[src/rtl/display_scan_mux.sv]
// 4-digit 7-seg scanner: registered outputs switch on the edge the digit index advances.
// Value updates are double-buffered and applied only at the digit 3 -> 0 wrap.
module display_scan_mux #(
  parameter int REFRESH_DIV = 50000,
  parameter int CNT_W       = 16
) (
  input  logic        clk,
  input  logic        rst,
  input  logic [15:0] value,
  input  logic        load,
  input  logic [3:0]  dp_in,
  input  logic        blank_lz,
  output logic [3:0]  A,
  output logic [3:0]  AN,
  output logic        DP_n,
  output logic        frame_tick
);

  logic [CNT_W-1:0] r_cnt;
  logic [1:0]       r_idx;
  logic [15:0]      r_disp;
  logic [3:0]       r_disp_dp;
  logic [15:0]      r_pend;
  logic [3:0]       r_pend_dp;
  logic             r_pend_vld;

  logic             w_tc;
  logic             w_wrap;
  logic [1:0]       w_idx_nxt;
  logic [15:0]      w_disp_nxt;
  logic [3:0]       w_dp_nxt;
  logic [15:0]      w_shift;
  logic             w_blank;
  logic [3:0]       w_a;
  logic [3:0]       w_an;
  logic             w_dp_n;

  assign w_tc      = (r_cnt == CNT_W'(REFRESH_DIV - 1));
  assign w_wrap    = w_tc && (r_idx == 2'd3);
  assign w_idx_nxt = r_idx + 2'd1;

  // Digit 0 of a new frame must already reflect the pending data it transfers.
  assign w_disp_nxt = (w_wrap && r_pend_vld) ? r_pend    : r_disp;
  assign w_dp_nxt   = (w_wrap && r_pend_vld) ? r_pend_dp : r_disp_dp;
  assign w_shift    = w_disp_nxt >> {w_idx_nxt, 2'b00};

  always_comb begin
    w_blank = 1'b0;
    case (w_idx_nxt)
      2'd1:    w_blank = (w_disp_nxt[15:4]  == 12'h000);
      2'd2:    w_blank = (w_disp_nxt[15:8]  == 8'h00);
      2'd3:    w_blank = (w_disp_nxt[15:12] == 4'h0);
      default: w_blank = 1'b0;
    endcase
    w_blank = w_blank && blank_lz;

    w_a    = w_shift[3:0];
    w_an   = ~(4'b0001 << w_idx_nxt);
    w_dp_n = ~w_dp_nxt[w_idx_nxt];
    if (w_blank) begin
      w_a    = 4'h0;
      w_an   = 4'b1111;
      w_dp_n = 1'b1;
    end
  end

  always_ff @(posedge clk) begin
    if (rst) begin
      r_cnt      <= '0;
      r_idx      <= 2'd0;
      r_disp     <= 16'h0000;
      r_disp_dp  <= 4'h0;
      r_pend     <= 16'h0000;
      r_pend_dp  <= 4'h0;
      r_pend_vld <= 1'b0;
      A          <= 4'h0;
      AN         <= 4'b1110;
      DP_n       <= 1'b1;
      frame_tick <= 1'b0;
    end else begin
      r_cnt      <= w_tc ? '0 : r_cnt + CNT_W'(1);
      frame_tick <= w_wrap;
      if (w_tc) begin
        r_idx     <= w_idx_nxt;
        r_disp    <= w_disp_nxt;
        r_disp_dp <= w_dp_nxt;
        A         <= w_a;
        AN        <= w_an;
        DP_n      <= w_dp_n;
      end
      // A load on the wrap edge re-arms the flag after the old pending data moved out.
      if (load) begin
        r_pend     <= value;
        r_pend_dp  <= dp_in;
        r_pend_vld <= 1'b1;
      end else if (w_wrap) begin
        r_pend_vld <= 1'b0;
      end
    end
  end

endmodule

[config.mk]
export PLATFORM = sky130hd
export DESIGN_NAME = display_scan_mux
export DESIGN_NICKNAME = d
export VERILOG_FILES = /design/src/rtl/display_scan_mux.sv
export SDC_FILE = /design/constraint.sdc
export NUM_CORES = 1
export LEC_CHECK = 0
export ABC_CLOCK_PERIOD_IN_PS = 2290
export CAP_MARGIN = 0
export CORE_MARGIN = 1
export CORE_UTILIZATION = 45
export CTS_CLUSTER_DIAMETER = 80
export CTS_CLUSTER_SIZE = 40
export DETAILED_ROUTE_END_ITERATION = 8
export GPL_TIMING_DRIVEN = 0
export PLACE_DENSITY = 0.81
export REMOVE_ABC_BUFFERS = 1
export SYNTH_ARGS = -nofsm -noshare
export SYNTH_HDL_FRONTEND = slang
export SYNTH_SLANG_ARGS = --single-unit
[constraint.sdc]
create_clock -name clk -period 2.29 [get_ports clk]
set_input_delay 0.5725 -clock clk [delete_from_list [all_inputs] [get_ports clk]]
set_output_delay 0.5725 -clock clk [all_outputs]
set_load 0.005 [all_outputs]
==> summary.md <==
| Metric | Value |
|---|---|
| Root Driver | `clkbuf_8` |
| Starting Density | `0.4701` |
| Total number of yosys warnings | `0` |
| Pwr per Cell Area | `between 700 and 800 nW/um^2` |
| Number of library cell types mapped by synthesis | `slightly above 40` |
| Synth Cell Area | `about 3000 um^2` |
| Overall global routing resource usage | `0.1915` |
| Gpl congestion | `0.8327` |
| Vias in the first global route | `about 2200` |
| Setup WS pre-CTS | `-0.3878 ns` |
| Max incr delay on CP | `approximately 0.34 ns` |
| Int Pwr | `between 2000 and 2500 uW` |
| Clk_skew | `about 0.012 ns` |
| CP max stage cell | `dfxtp_2` |
| Critical Path RT | `about 2.5 ns` |
| CP Max Fanout | `7` |
| Crit path kind | `register to register` |
| Post-route cell area | `3707 um^2` |
| Failing checks | `DRC` |
| Post-synth top cells | `dfxtp_1 (69), nor2_1 (63), mux2i_1 (41)` |
| Min Tclk post-route | `2.245 ns` |
| CTS tree | `built` |
| Leak | `between 0.001 and 0.0015 uW` |
| Critical path startpoint category | `register` |
| Crit path buf inv count | `1` |
| Hold_buf cts | `0` |
| Setup Viol. Count Final | `0` |
| Mapped Cells | `around 280` |
| Initial antenna violation count | `0` |
| Share of cells above drive strength 1 | `0.1385` |
| Nets | `350` |
| Power Total | `about 2700 uW` |
| WL/cell | `15.29 um` |
| # DRC | `6` |
| Clk pwr share | `0.489` |
| Most frequent cell after synthesis | `dfxtp_1` |
| Final Hold Vio Count | `0` |
| Combinational cell fraction of total power | `0.045` |
| CP delay by family, top | `simple AND/OR/NAND/NOR gates` |
| Clk pin slew, worst setup/hold paths | `0.08 ns` |
| Fin. max-slew vios | `0` |
| Via count | `2167` |
| Critical path capture point type | `register` |
| CP Cell Sequence | `ha_2, and3_4, and4_4, and3_4, buf_4, mux4_1, mux2_2, a22o_1` |
| Reg2Reg Setup Slack | `0.04 ns` |
| Row count | `29` |
| Synthesized flop and latch total | `between 60 and 70` |
| Io pins | `34` |
| Synth area leader | `dfxtp_1` |
| DP Wirelength | `3885 um` |
| Die width | `around 84 um` |
| CTS sink count | `69` |
| Synth area leaders | `dfxtp_1 (46%), mux2i_1 (14%), nor2_1 (7.8%), mux4_1 (5.2%), mux4_2 (3.0%)` |
| DP Area | `around 3400 um^2` |
| Global-route wire length before repair | `10510 um` |
| Core area | `around 6400 um^2` |
| Deepest clock path buffer count | `2` |
| Slew margin rel. | `0.1438` |
| RSZ-0062 raised after global routing | `true` |
| CP arrival | `between 2 and 2.5 ns` |
| Routed Antenna Nets | `0` |
| Sequential share of power | `0.466` |
| Outcome | `complete, but fails checks` |
| Die span in y | `roughly 84 um` |
| Setup WS post-layout | `~0.045 ns` |
| Grt ovf | `0` |
| DR iter-0 viols | `95` |
| Clock Latency Late Sink | `0.34 ns` |
| Drt total wl | `6145 um` |
| Main synth FF type | `dfxtp_1` |
| Most used cell, CP | `and3_4` |
| Diodes inserted | `0` |
| Sw Ratio | `0.1970` |
| Worst min path class | `register to register` |
| DRT Pass-1 Iters | `6` |
| Die footprint | `7041 um^2` |
| VDD IR max | `around 0.58 mV` |
| Max frequency | `roughly 450 MHz` |
| Worst Tran Pin Value | `approximately 1.3 ns` |
| Mapped Avg Cell Area | `10.63 um^2` |
| Via density per instance | `about 5.4` |
| Top-area cell type share of the netlist area | `0.4575` |
| NetSw | `between 500 and 600 uW` |
| Max-cap violations | `0` |
| Post-synth ARST share | `0` |
| Syn-to-layout area delta | `22.79%` |
| Number of flops mapped to enable cells by yosys | `0` |
| Final period util | `0.9805` |
| Sequential share of the synthesized area | `0.4575` |
| Largest net degree at the start of global routing | `51` |
| Number of CTS-inserted buffers | `9` |
| Port bufs | `33` |
| H-tree depth | `3` |
metal layers:
layer,track usage,wire length [um],vias to the layer above
met5,0,0,-
met4,0.06270,72,0
met3,0.05935,248,8
met2,0.3174,3061,50
met1,0.2365,2763,1030
li1,-,-,1079
per-stage QoR:
step                      instances  utilization  TNS [ns]  hold slack (ns)
after CTS                       401       0.5743         0           0.4536
after floorplan                 268            -   -0.3751           0.4132
after global routing            402       0.5772  -0.03467           0.4273
after detailed placement        378       0.5225    -5.005           0.4373
after global placement          378       0.5233    -25.00           0.4275
final                           402       0.5772         0           0.4192
final cells by class:
cell class / instances / area (um^2)
Clock buffer: 10 / 137.6
Clock inverter: 6 / 133.9
Fill cell: 543 / 2715
Inverter: 2 / 7.507
Multi-Input combinational cell: 199 / 1578
Sequential cell: 69 / 1384
Tap cell: 77 / 96.34
Timing Repair Buffer: 39 / 370.4
registers in the layout, summed over array words and instances (netlist names):
register    flops
r_disp         16
r_idx           2
r_pend_dp       4
r_pend         16
A               4
r_disp_dp       4
r_pend_vld      1
DP_n            1
AN              4
r_cnt          16
frame_tick      1
cell usage in the layout, fill, tap and decap left out, drive strengths merged, types with 6 or more instances in the layout:
| cell type | n |
|---|---|
| xnor2 | 7 |
| mux2i | 41 |
| a21oi | 7 |
| mux4 | 10 |
| xor2 | 6 |
| buf | 7 |
| nor2 | 63 |
| dfxtp | 69 |
| ha | 6 |
| clkbuf | 10 |
| clkdlybuf4s50 | 32 |
| mux2 | 6 |
| and3 | 9 |
cells by family (layout without fill, tap and decap cells):
kind of cell / count (synthesis) / count (layout) / synth area share
XOR/XNOR: 13 / 13 / 0.03771
adder cells (fa/ha/maj): 6 / 6 / 0.02486
flip-flops: 69 / 69 / 0.4575
multiplexers: 57 / 57 / 0.2404
AND/OR/NAND/NOR: 101 / 103 / 0.1604
buffers and inverters: 18 / 57 / 0.03066
AO/OA/AOI/OAI: 20 / 20 / 0.04849
power groups by stage:
stage          combinational [uW]  sequential [uW]  clock, uW
3_5_place_dp                  120             1280          0
5_1_grt                       134             1250       1390
6_report                      121             1250       1320
3_3_place_gp                  118             1280          0
2_1_floorplan                51.0             1270          0
4_1_cts                       121             1250       1340
final timing paths:
check	startpoint	to	depth (start not counted)
setup / recovery	r_cnt[0]	A[1]	8
hold / removal	r_cnt[0]	r_cnt[0]	1
setup reg to reg	r_cnt[0]	A[1]	8
hold reg to reg	r_cnt[0]	r_cnt[0]	1
what timing repair did:
item,CTS,global route
pin swaps,4,1
resized for setup,3,4
buffers inserted,5,1
hold endpoints to repair,0,0
setup endpoints to repair,8,9
gates cloned,2,0
Power figures use the tool's default switching activity.
